--- src/rtl/maze_dfs_sequencer_if.sv ---
// Move-command link between the DFS sequencer (master) and the grid mover (slave).
interface maze_dfs_sequencer_if;
  logic       mv_valid;
  logic [2:0] mv_dir;
  logic       mv_bt;
  logic [3:0] x_pos;
  logic [3:0] y_pos;
  logic       found;

  modport master (
    output mv_valid, mv_dir, mv_bt,
    input  x_pos, y_pos, found
  );

  modport slave (
    input  mv_valid, mv_dir, mv_bt,
    output x_pos, y_pos, found
  );
endinterface

--- src/rtl/maze_dfs_sequencer.sv ---
// Depth-first search controller for the 10x10 grid mover, with a LIFO of taken directions.
// Optional watchdog: define MAZE_SEQ_TIMEOUT_EN to add the cycle limit and the timeout port.
module maze_dfs_sequencer #(
  parameter int unsigned DEPTH      = 64,
  parameter int unsigned CNT_W      = 16,
  parameter int unsigned MAX_CYCLES = 4096,
  localparam int unsigned AW        = $clog2(DEPTH),
  localparam int unsigned SPW       = AW + 1
) (
  input  logic                 clk,
  input  logic                 rst,
  input  logic                 start,
  maze_dfs_sequencer_if.master mv,
  output logic                 busy,
  output logic                 done,
  output logic                 fail,
  output logic                 ovf,
  output logic [CNT_W-1:0]     steps,
  output logic [SPW-1:0]       sp
`ifdef MAZE_SEQ_TIMEOUT_EN
  ,
  output logic                 timeout
`endif
);

  typedef enum logic [2:0] {StIdle, StIssue, StCheck, StPop, StBtWait, StDone, StFail} state_e;

  state_e     state_q;
  logic [2:0] try_q;
  logic [3:0] prev_x_q, prev_y_q;
  logic [1:0] stack [DEPTH];

  logic             moved, full, sp_nz;
  logic [1:0]       top;
  logic [CNT_W-1:0] steps_inc;

  assign moved     = (mv.x_pos != prev_x_q) || (mv.y_pos != prev_y_q);
  assign full      = (sp == SPW'(DEPTH));
  assign sp_nz     = (sp != '0);
  assign top       = stack[AW'(sp - SPW'(1))];
  assign steps_inc = (steps == '1) ? steps : steps + 1'b1;

`ifdef MAZE_SEQ_TIMEOUT_EN
  localparam int unsigned CYC_W = $clog2(MAX_CYCLES + 1);
  logic [CYC_W-1:0] cyc_q;
`endif

  // Outputs are registered: the backtrack command is prepared on entry to StPop using the
  // current top of stack, which cannot change until StPop itself pops it.
  always_ff @(posedge clk) begin
    if (rst) begin
      state_q     <= StIdle;
      try_q       <= '0;
      prev_x_q    <= '0;
      prev_y_q    <= '0;
      mv.mv_valid <= 1'b0;
      mv.mv_dir   <= '0;
      mv.mv_bt    <= 1'b0;
      busy        <= 1'b0;
      done        <= 1'b0;
      fail        <= 1'b0;
      ovf         <= 1'b0;
      steps       <= '0;
      sp          <= '0;
`ifdef MAZE_SEQ_TIMEOUT_EN
      cyc_q       <= '0;
      timeout     <= 1'b0;
`endif
    end else begin
      mv.mv_valid <= 1'b0;
      mv.mv_bt    <= 1'b0;
      unique case (state_q)
        StIdle, StDone, StFail: begin
          if (start) begin
            done  <= 1'b0;
            fail  <= 1'b0;
            ovf   <= 1'b0;
            steps <= '0;
            sp    <= '0;
            try_q <= '0;
            if (mv.found) begin
              done    <= 1'b1;
              state_q <= StDone;
            end else begin
              busy        <= 1'b1;
              mv.mv_valid <= 1'b1;
              mv.mv_dir   <= 3'd0;
              state_q     <= StIssue;
            end
          end
        end
        StIssue: begin
          prev_x_q <= mv.x_pos;
          prev_y_q <= mv.y_pos;
          state_q  <= StCheck;
        end
        StCheck: begin
          if (mv.found) begin
            if (moved) begin
              if (!full) begin
                stack[sp[AW-1:0]] <= try_q[1:0];
                sp                <= sp + 1'b1;
              end
              steps <= steps_inc;
            end
            done    <= 1'b1;
            busy    <= 1'b0;
            state_q <= StDone;
          end else if (moved && full) begin
            fail    <= 1'b1;
            ovf     <= 1'b1;
            busy    <= 1'b0;
            state_q <= StFail;
          end else if (moved) begin
            stack[sp[AW-1:0]] <= try_q[1:0];
            sp                <= sp + 1'b1;
            steps             <= steps_inc;
            try_q             <= '0;
            mv.mv_valid       <= 1'b1;
            mv.mv_dir         <= 3'd0;
            state_q           <= StIssue;
          end else if (try_q == 3'd3) begin
            try_q       <= 3'd4;
            mv.mv_valid <= sp_nz;
            mv.mv_bt    <= sp_nz;
            mv.mv_dir   <= {1'b0, top ^ 2'b01};
            state_q     <= StPop;
          end else begin
            try_q       <= try_q + 3'd1;
            mv.mv_valid <= 1'b1;
            mv.mv_dir   <= try_q + 3'd1;
            state_q     <= StIssue;
          end
        end
        StPop: begin
          if (!sp_nz) begin
            fail    <= 1'b1;
            busy    <= 1'b0;
            state_q <= StFail;
          end else begin
            sp      <= sp - 1'b1;
            try_q   <= {1'b0, top} + 3'd1;
            state_q <= StBtWait;
          end
        end
        StBtWait: begin
          if (try_q[2]) begin
            mv.mv_valid <= sp_nz;
            mv.mv_bt    <= sp_nz;
            mv.mv_dir   <= {1'b0, top ^ 2'b01};
            state_q     <= StPop;
          end else begin
            mv.mv_valid <= 1'b1;
            mv.mv_dir   <= try_q;
            state_q     <= StIssue;
          end
        end
        default: begin
          busy    <= 1'b0;
          state_q <= StIdle;
        end
      endcase

`ifdef MAZE_SEQ_TIMEOUT_EN
      if (start && !busy) begin
        cyc_q   <= '0;
        timeout <= 1'b0;
      end else if (busy) begin
        cyc_q <= cyc_q + 1'b1;
      end
      // Watchdog wins over whatever transition the case above chose.
      if (busy && cyc_q == CYC_W'(MAX_CYCLES)) begin
        mv.mv_valid <= 1'b0;
        mv.mv_bt    <= 1'b0;
        fail        <= 1'b1;
        ovf         <= 1'b0;
        timeout     <= 1'b1;
        busy        <= 1'b0;
        state_q     <= StFail;
      end
`endif
    end
  end

endmodule

--- src/flat_wrapper.sv ---
// flat-port wrapper written by rule: the top's interface ports become plain ports
module maze_dfs_sequencer_flat 
#(
  parameter int unsigned DEPTH      = 64,
  parameter int unsigned CNT_W      = 16,
  parameter int unsigned MAX_CYCLES = 4096,
  localparam int unsigned AW        = $clog2(DEPTH),
  localparam int unsigned SPW       = AW + 1
)
  (clk, rst, start, busy, done, fail, ovf, steps, sp, mv_mv_valid, mv_mv_dir, mv_mv_bt, mv_x_pos, mv_y_pos, mv_found);
  maze_dfs_sequencer_if mv_i ();
  input  logic clk;
  input  logic rst;
  input  logic start;
  output logic busy;
  output logic done;
  output logic fail;
  output logic ovf;
  output logic [CNT_W-1:0] steps;
  output logic [SPW-1:0] sp;
  output wire logic [$bits(mv_i.mv_valid)-1:0] mv_mv_valid;
  output wire logic [$bits(mv_i.mv_dir)-1:0] mv_mv_dir;
  output wire logic [$bits(mv_i.mv_bt)-1:0] mv_mv_bt;
  input wire logic [$bits(mv_i.x_pos)-1:0] mv_x_pos;
  input wire logic [$bits(mv_i.y_pos)-1:0] mv_y_pos;
  input wire logic [$bits(mv_i.found)-1:0] mv_found;
  assign mv_mv_valid = mv_i.mv_valid;
  assign mv_mv_dir = mv_i.mv_dir;
  assign mv_mv_bt = mv_i.mv_bt;
  assign mv_i.x_pos = mv_x_pos;
  assign mv_i.y_pos = mv_y_pos;
  assign mv_i.found = mv_found;
  maze_dfs_sequencer #(.DEPTH(DEPTH), .CNT_W(CNT_W), .MAX_CYCLES(MAX_CYCLES)) u_core (.clk(clk), .rst(rst), .start(start), .mv(mv_i), .busy(busy), .done(done), .fail(fail), .ovf(ovf), .steps(steps), .sp(sp));
endmodule
--- config.mk ---
export PLATFORM = sky130hd
export DESIGN_NAME = maze_dfs_sequencer_flat
export DESIGN_NICKNAME = d
export VERILOG_FILES = /design/src/rtl/maze_dfs_sequencer_if.sv /design/src/rtl/maze_dfs_sequencer.sv /design/src/flat_wrapper.sv
export SDC_FILE = /design/constraint.sdc
export NUM_CORES = 1
export LEC_CHECK = 0
export BUFFER_PORTS_ARGS = -buffer_cell sky130_fd_sc_hd__buf_2
export CAP_MARGIN = 10
export CORE_AREA = 2 2 132 134
export DETAILED_ROUTE_END_ITERATION = 8
export DIE_AREA = 0 0 134 136
export PLACE_DENSITY = 0.71
export SETUP_SLACK_MARGIN = 0.2
export SLEW_MARGIN = 20
export SYNTH_ARGS = -nofsm -noshare
export SYNTH_HDL_FRONTEND = slang
export SYNTH_SLANG_ARGS = --single-unit
--- constraint.sdc ---
create_clock -name clk -period 3.5 [get_ports clk]
set_input_delay 0.525 -clock clk [delete_from_list [all_inputs] [get_ports clk]]
set_output_delay 0.525 -clock clk [all_outputs]
set_load 0.01 [all_outputs]
; Yosys cells after proc, flatten, opt, wreduce, memory -nomap -nowiden
; Memories as Yosys holds them, arrays and structs flattened.
; Cells that the tools add are included.
[totals]
regBits = 46
ramBits = 128
inputBits = 12
output_inout_bits = 32
elab_cells = 143
memories = 1
[classes]
add_sub_neg = 5
eq_ne = 23
muxes = 81
bitwise = 3
n_reduce_logical = 17
[memory_table]
columns = name, words, width, rd, rd_clocked_by_memory_dff, wr, line_no
row1 = u_core.stack, 64, 2, 1, 0, 1, maze_dfs_sequencer.sv:31  ; logic [1:0] stack [DEPTH];
[op_table]
columns = operator, count
row1 = 16-bit 2-to-1 mux, 5
row2 = 3-bit 2-to-1 mux, 17
row3 = 7-bit 2-to-1 mux, 7
row4 = 1-bit 2-to-1 mux, 36
row5 = 16-bit one-hot mux with 2 select lines, 1
row6 = 7-bit one-hot mux with 3 select lines, 1
row7 = 5-bit AND reduction, 4
row8 = 3-bit one-hot mux with 3 select lines, 2
row9 = "16-bit by 1-bit adder with 16-bit output, second input constant", 1
row10 = "16-bit == test, second input constant", 1
row11 = 3-bit one-hot mux with 5 select lines, 1
row12 = "2-bit inequality test, second input constant", 6
row13 = 2-bit 2-to-1 mux, 5
row14 = "3-bit by 2-bit == test with 1-bit output, second input constant", 3
row15 = "3-bit == test, second input constant", 3
row16 = 4-bit inequality test, 2
row17 = "7-bit by 1-bit adder with 7-bit output, second input constant", 1
row18 = "7-bit == test, second input constant", 1
row19 = 7-bit nonzero test, 1
row20 = "7-bit by 1-bit subtractor with 7-bit output, second input constant", 1
row21 = "2-bit by 1-bit inequality test with 1-bit output, second input constant", 3
row22 = "3-bit inequality test, second input constant", 2
row23 = 1-bit one-hot mux with 2 select lines, 3
row24 = 1-bit one-hot mux with 3 select lines, 2
row25 = 17 further kinds, 20

; Depth between registers and ports, before layout
; Gate-level depths: netlist (run 1).
[depth]
ltp_word = 9
depth_mapped = 16
mapped_depth_nobuf = 12

; Least setup slack after synthesis (run 1)
; No wires, ideal clock.
[synth_timing]
kind = register -> register
start = register u_core.sp[0]
end = register u_core.try_q[1]
setup_time_ns = 0.070
arrival_ns = 3.710
t_required_ns = 3.430
slack_ns = -0.280
stages_incl_launch_ff = 16
n_path_buf = 4
synth_period_minus_slack_ns = 3.780
cell_sequence = dfxtp_1 > buf_2 > buf_4 > clkinv_1 > ha_1 > clkbuf_1 > clkbuf_1 > mux4_2 > mux2_2 > o22ai_1 > o21a_1 > inv_1 > ha_1 > nand2_1 > a21o_1 > a21oi_1
[synth_via]
elab_chain_cells = 5
word_cells_on_any_way = 11
classes_between = add/sub (2) / eq/ne (3) / mux (2) / reduce/logical (3) / memory (1)
[synth_rtl]
columns = item, line_no
row1 = from (decl), maze_dfs_sequencer.sv:19  ; output logic [SPW-1:0] sp
row2 = from (signal assigned), maze_dfs_sequencer.sv:102  ; sp <= sp + 1'b1;
row3 = from (signal assigned), maze_dfs_sequencer.sv:116  ; sp <= sp + 1'b1;
row4 = from (signal assigned), maze_dfs_sequencer.sv:141  ; sp <= sp - 1'b1;
row5 = 7-bit by 1-bit subtractor with 7-bit output, maze_dfs_sequencer.sv:40  ; assign top = stack[AW'(sp - SPW'(1))];
row6 = memory read 64 x 2 bit, n/a
row7 = 2-bit by 1-bit adder with 3-bit output, maze_dfs_sequencer.sv:142  ; try_q <= {1'b0, top} + 3'd1;
row8 = 3-bit 2-to-1 mux, maze_dfs_sequencer.sv:136  ; if (!sp_nz) begin
row9 = 3-bit one-hot mux with 3 select lines, maze_dfs_sequencer.sv:72  ; unique case (state_q)
row10 = to (signal assigned), maze_dfs_sequencer.sv:129  ; try_q <= try_q + 3'd1;
row11 = to (signal assigned), maze_dfs_sequencer.sv:142
row12 = to (decl), maze_dfs_sequencer.sv:29  ; logic [2:0] try_q;
; Parallel ways exist; a longest one is shown, timed or not. The select of a mux whose other input is x is not followed.
; A chain may end at the register's enable or synchronous reset.

; Worst setup path in the final report (run 1)
; Same ends and word-level chain as after synthesis.

==> impl_metrics.csv, run 1 <==
group,metric,value,unit
routing,viasPerCell,6.10,
synth,synth_compound_area_share,11.7,%
hold_path,worst_hold_startpoint,"rst",
pwr,vdd_drop_max,0.000389,V
pwr,clkPwrFrac,36.1,%
hold_path,holdCritPathClass,"in2reg",
place,io_buffers,43,
floorplan,io-pin-count,44,
routing,firstDrtPassIters,5,
routing,ant_nets,0,
synth,synth_edf_count,128,
synth,synth-seq-cells,174,
routing,drc,0,
synth,synth.avg_cell_area,12.0,sq um
global_routing,grt_pass1_wl,30900,um
critical_path,crit-reg2reg-launch,"u_core.sp[0]",
critical_path,critPathLaunchType,"register",
critical_path,crit_required,3.85,ns
finish,post-route-util,55.3,%
pwr,powerDensity,528,nW/um^2
finish,n_fill_cell,1399,
critical_path,path_max_fanout,19,
synth,synth-xor-area-share,1.44,%
flow_run,drv_cap,0,
floorplan,coreArea,16900,sq um
run_status,status,"finished clean",
global_routing,grtUsageTotal,22.1,%
clock_tree,cts_tree,"done",
place,routabilityCongestion,0.932,
place,hpwl,13000,um
clock_tree,clock-sinks,174,
pwr,comb_power_share,17.4,%
routing,routed_wl,19400,um
synth,synth_nets,713,
routing,num_vias,5906,
synth,syn_inst,693,
floorplan,die_y,136,um
timing,clock_skew,0.0128,ns
floorplan,die_w,134,um
critical_path,critPathCaptureType,"register",
timing,maxSlewHeadroom,49.2,%
timing,maxSlewViolCount,0,
synth,synth_area,8320,sq um
synth,synth_area_leader_cell,"edfxtp_1",
synth,ys_warn_count,0,
finish,insertedDiodeCount,0,
critical_path,r2r.worst_path.cells,11,
pwr,power_switching,1.39,mW
pwr,seq_power_share,46.5,%
clock_tree,post-cts-setup-buffer-count,0,
pwr,intPower,3.54,mW
timing,fin_crit,3.13,ns
critical_path,endpoint,"u_core.try_q[1]",
clock_tree,cts_root_buf,"clkbuf_16",
global_routing,grt_overflow,0,
synth,yosysSeqAreaShare,57.3,%
synth,synth_top_family_by_area,"simple AND/OR/NAND/NOR gates",
timing,worstMarginPinSlew,0.762,ns
critical_path,rrSetupSlack,0.37,ns
clock_tree,clockBufferDepth,2,
finish,final_area,9330,sq um
synth,muxShareOfSynthArea,11.2,%
critical_path,crit_type,"reg2reg",
place,dpl_cell_area,8780,sq um
global_routing,grt_pass1_vias,5843,
synth,synth-async-reset-ratio,0,%
floorplan,initial_utilization,49.3,%
critical_path,crit_arrival,3.48,ns
synth,synthSimpleGateAreaFrac,14.0,%
clock_tree,cts_buffers,17,
synth,yosysMostFrequentCell,"edfxtp_1",
global_routing,grt_start_max_net_pins,69,
timing,holdWs,0.351,ns
critical_path,startpoint,"u_core.sp[0]",
synth,synth-main-ff-cell,"edfxtp_1",
timing,fmax,319,MHz
floorplan,rows,48,
timing,setup_viol,0,
clock_tree,cts_htree_levels,4,
synth,synthAdderAreaFrac,1.20,%
floorplan,die-area,18200,sq um
routing,wl_per_cell,20.1,um
pwr,total_power,4.93,mW
finish,nets,750,
synth,synthTopCellsByCount,"edfxtp_1 (128), nor2_1 (100), dfxtp_1 (46)",
global_routing,antenna_found_initial,0,
clock_tree,clkSlewWorstSetupHoldPaths,0.07,ns
synth,synth_top_area_share,46.2,%
routing,first_iter_violations,531,
pwr,p_leak,3.24,nW
finish,drive_gt1_share,21.4,%
finish,area_growth,12.2,%
timing,fin_setup_tns,0,ns
timing,rsz0062_at_grt,"false",
timing,period_share,89.5,%
critical_path,r2r-end,"u_core.try_q[1]",
synth,synth_area_leaders,"edfxtp_1 (46%), dfxtp_1 (11%), mux4_2 (8.4%)",
synth,yosys.cell_types.count,71,
clock_tree,clock_latency,0.43,ns
pwr,swShare,28.3,%
timing,hold_viol,0,
-- power groups by stage --
stage / registers (mW) / clock network (mW) / logic, mW
after floorplan: 2.35 / 0 / 0.603
after global placement: 2.34 / 0 / 0.828
after detailed placement: 2.34 / 0 / 0.847
after CTS: 2.29 / 1.81 / 0.854
after global routing: 2.30 / 1.89 / 0.939
final: 2.29 / 1.78 / 0.860
-- how the worst min path moves through the flow --
stage                         end  slack, ns  cells after the start
2_1_floorplan  u_core.prev_x_q[0]       0.47                      2
3_3_place_gp           u_core.ovf       0.44                      2
3_5_place_dp           u_core.ovf       0.47                      2
4_1_cts              u_core.sp[3]       0.33                      2
5_1_grt              u_core.sp[3]       0.34                      2
6_report             u_core.sp[3]       0.35                      2
-- critical path, stage by stage, from the launching register on --
cell and delay, ns:
dfxtp_2 0.33, buf_4 0.23, or3_1 0.73, o31ai_1 0.61, and2_1 0.21, a311o_1 0.17, o21a_1 0.13, inv_1 0.04
ha_1 0.26, nand2_1 0.04, a21o_1 0.17, a21oi_1 0.12
-- area by class of cell --
type | instances | area, sq um | area share, %
clock buffers | 19 | 433 | 4.64
clock inverters | 13 | 120 | 1.29
inverters | 11 | 42.5 | 0.456
multi-input cells | 462 | 3300 | 35.4
flip-flops and latches | 174 | 4770 | 51.1
well taps | 225 | 282 | 3.02
repair buffers | 64 | 385 | 4.13
-- cells by family (layout without fill, tap and decap cells) --
family	Yosys count	after routing
mux	53	53
compound gates	150	150
flops	174	174
simple gates	239	239
buf+inv	57	107
fa+ha+maj	8	8
xor+xnor	12	12
-- layout by cell type (no fill, tap or decap), types with 5 or more instances in the layout --
master / count
dfxtp_1: 44
o21a_1: 5
ha_1: 7
buf_4: 20
nor2_1: 100
buf_2: 43
a31oi_1: 5
inv_8: 5
mux2i_1: 10
and3_1: 5
or4_1: 6
nand2_1: 43
or3_1: 9
o22ai_1: 6
xnor2_1: 10
nand2b_1: 8
edfxtp_1: 128
a21boi_0: 5
a21oi_1: 43
nand3_1: 21
nor3_1: 5
mux4_2: 31
nor2b_1: 5
o31ai_1: 6
mux2_2: 11
nand4_1: 6
a211oi_1: 9
clkbuf_16: 17
or2_2: 5
o21ai_0: 29
inv_1: 8
-- layer usage --
metal	global-route usage, %	wire length (um)	share of wire, %
met5	0	0	0
met1	27.8	7880	41
met3	4.40	1250	6.4
met4	8.92	486	2.5
met2	37.7	9830	51
-- registers in the layout, indices dropped and copies added (netlist names) --
| name | count |
|---|---|
| u_core.done | 1 |
| u_core.ovf | 1 |
| u_core.stack | 128 |
| u_core.mv.mv_bt | 1 |
| u_core.busy | 1 |
| u_core.prev_y_q | 4 |
| u_core.mv.mv_valid | 1 |
| u_core.sp | 7 |
| u_core.fail | 1 |
| u_core.try_q | 3 |
| u_core.state_q | 3 |
| u_core.steps | 16 |
| u_core.mv.mv_dir | 3 |
| u_core.prev_x_q | 4 |
-- timing repair --
item                                    CTS  global route
resized for setup                         0             2
hold buffers                              0             0
endpoints found under the setup margin    0             2
-- stage by stage --
step,cells,setup WS [ns]
6_report,968,0.369
5_1_grt,968,0.204
4_1_cts,968,0.298
3_5_place_dp,936,0.323
3_3_place_gp,936,0.397
2_1_floorplan,693,0.206
No activity file was read; power rests on OpenSTA's default activity.
==> inputs of run 2 (changes only) <==
Settings changed: HOLD_SLACK_MARGIN from default to 0.15, PLACE_DENSITY 0.71 to 0.69.
Clock period 3.5 ns to 2.75 ns, I/O delays scaled along.
==> run 2 against run 1 <==
Effect of this change: the run now ends with setup timing left; power up 37%; cell count up 3.5%; utilization up 3.3 points; wire length up 2.9%; die area unchanged; setup slack worse by 0.42 ns; critical endpoint unchanged; largest cell class unchanged.
==> impl_metrics.csv, run 2 (synthesis gave the netlist of run 1 again) <==
group,metric,value,unit
routing,top_layer_used,"met4",
clock_tree,clock-sinks,174,
global_routing,grtUsageTotal,22.4,%
global_routing,antenna_found_initial,0,
critical_path,crit_cells,14,
finish,regArea,4770,sq um
finish,multi_input_area,3490,sq um
critical_path,cpPeakStageDelay,0.41,ns
timing,fmax,356,MHz
routing,num_vias,6100,
timing,clock_skew,0.0149,ns
finish,n_fill_cell,1342,
critical_path,cp_num_buf_inv,4,
critical_path,crit_arrival,3.15,ns
critical_path,r2r.worst_path.cells,14,
place,routabilityCongestion,0.899,
routing,drc,0,
timing,hold_viol,0,
clock_tree,cts_buffers,17,
critical_path,critPathCaptureType,"register",
floorplan,rows,48,
pwr,vdd_drop_max,0.000498,V
clock_tree,cts_root_buf,"clkbuf_16",
pwr,powerDensity,682,nW/um^2
timing,period_share,102,%
clock_tree,clockBufferDepth,2,
finish,fin_cells,1002,
global_routing,grt_pass1_vias,5969,
finish,insertedDiodeCount,0,
critical_path,critPathLaunchType,"register",
routing,wl_per_cell,20.0,um
finish,drive_gt1_share,28.7,%
run_status,violations,"setup timing",
timing,setup_viol,2,
floorplan,die_y,136,um
hold_path,holdCritPathClass,"in2reg",
finish,area_growth,18.8,%
place,io_buffers,43,
floorplan,die_w,134,um
floorplan,io-pin-count,44,
routing,dr_wl_met2,9900,um
run_status,status,"finished with violations",
clock_tree,cts_tree,"done",
flow_run,drv_cap,0,
routing,viasPerCell,6.09,
critical_path,crit_chain,"clkinv_8, ha_4, buf_6, buf_8, mux4_2, mux2i_2, o21ai_0, nand4_1, o21a_1, inv_1, ha_1, nand2_1, a21o_1, a21oi_1",
place,dp.cells,961,
finish,final_common_cell,"edfxtp_1",
timing,maxSlewHeadroom,55.0,%
timing,setup_slack,-0.0559,ns
routing,ant_nets,0,
place,pre_cts_ws,-0.0557,ns
clock_tree,cts_htree_levels,4,
hold_path,whs_path_depth,3,
global_routing,grt_pass1_wl,31200,um
routing,dr_wl_met3,1420,um
critical_path,crit_required,3.10,ns
floorplan,die-area,18200,sq um
routing,routed_wl,20000,um
floorplan,coreArea,16900,sq um
clock_tree,clkSlewWorstSetupHoldPaths,0.07,ns
finish,largest_reg_flops,128,
clock_tree,clock_latency,0.43,ns
global_routing,grt_start_max_net_pins,69,
timing,worstMarginPinSlew,0.676,ns
critical_path,crit_type,"reg2reg",
timing,fin_crit,2.81,ns
finish,final_cell_mix,"edfxtp_1 (128), nor2_1 (92), buf_4 (46)",
routing,firstDrtPassIters,5,
pwr,p_leak,3.50,nW
critical_path,cpMaxStageDelayCell,"dfxtp_4",
timing,rsz0062_at_grt,"true",
routing,first_iter_violations,524,
global_routing,grt_overflow,0,
place,hpwl,13100,um
critical_path,crit_family,"adder cells",
routing,wl_met1,8050,um
timing,maxSlewViolCount,0,
finish,nets,784,
critical_path,path_max_fanout,10,
floorplan,initial_utilization,49.3,%
run 2: cell types whose count changed in the layout (fill, tap and decap cells not counted), moves of 3 or more:
cell	previous run	this run
mux2_2	11	8
a211oi_1	9	5
mux2_4	0	3
clkinv_8	0	3
dfxtp_2	2	5
nor2_2	0	6
a211oi_2	0	4
buf_6	0	3
nor2_1	100	92
dfxtp_1	44	40
buf_4	20	46
run 2: what timing repair did:
action	CTS	global route
gates resized for setup	15	18
pin swaps	6	3
buffers inserted	5	2
gates cloned	0	2
setup endpoints to repair	22	17
hold buffers	0	0
run 2: power by group:
part / internal [mW] / switching [mW] / leakage [nW]
Combinational: 0.598 / 0.747 / 1.53
Clock: 1.39 / 1.10 / 0.300
Sequential: 2.88 / 0.0367 / 1.67
Total: 4.86 / 1.88 / 3.50
run 2: worst reg2reg max path: cells and delay by family (launching register included):
family	cells	cell delay, ns
adders and majority gates	2	0.59
AOI/OAI and AO/OA	4	0.58
muxes	2	0.53
DFF	1	0.41
buffers and inverters	4	0.41
and+or+nand+nor	2	0.21
run 2: cell type report:
class                           count  share of cell area (%)
Sequential cell                   174                    48.3
Timing Repair Buffer               96                    6.77
Tap cell                          225                    2.85
Multi-Input combinational cell    464                    35.3
Clock buffer                       17                    4.30
Inverter                           11                   0.544
Clock inverter                     15                    1.97
run 2: worst paths after layout:
kind	start	endpoint	slack (ns)
max reg2reg	u_core.sp[0]	u_core.try_q[1]	-0.06
min	mv_y_pos[2]	u_core.prev_y_q[2]	0.25
min reg2reg	u_core.busy	u_core.busy	0.48
max	u_core.sp[0]	u_core.try_q[1]	-0.06
run 2: layer usage:
metal	vias up	global-route usage, %
met1	2978	28.1
li1	2798	-
met2	277	37.9
met5	-	0
met3	47	4.55
met4	0	9.99
run 2: per-stage QoR:
stage,util [%],power (mW),hold WS (ns),instance area (sq um),TNS [ns]
after global routing,58.6,6.99,0.236,9890,-0.195
after floorplan,-,3.81,0.466,8480,-0.309
final,58.6,6.75,0.246,9890,-0.0721
after detailed placement,53.8,4.17,0.472,9070,-0.0872
after global placement,53.8,4.14,0.448,9070,0
after CTS,58.0,6.72,0.220,9790,-0.0145
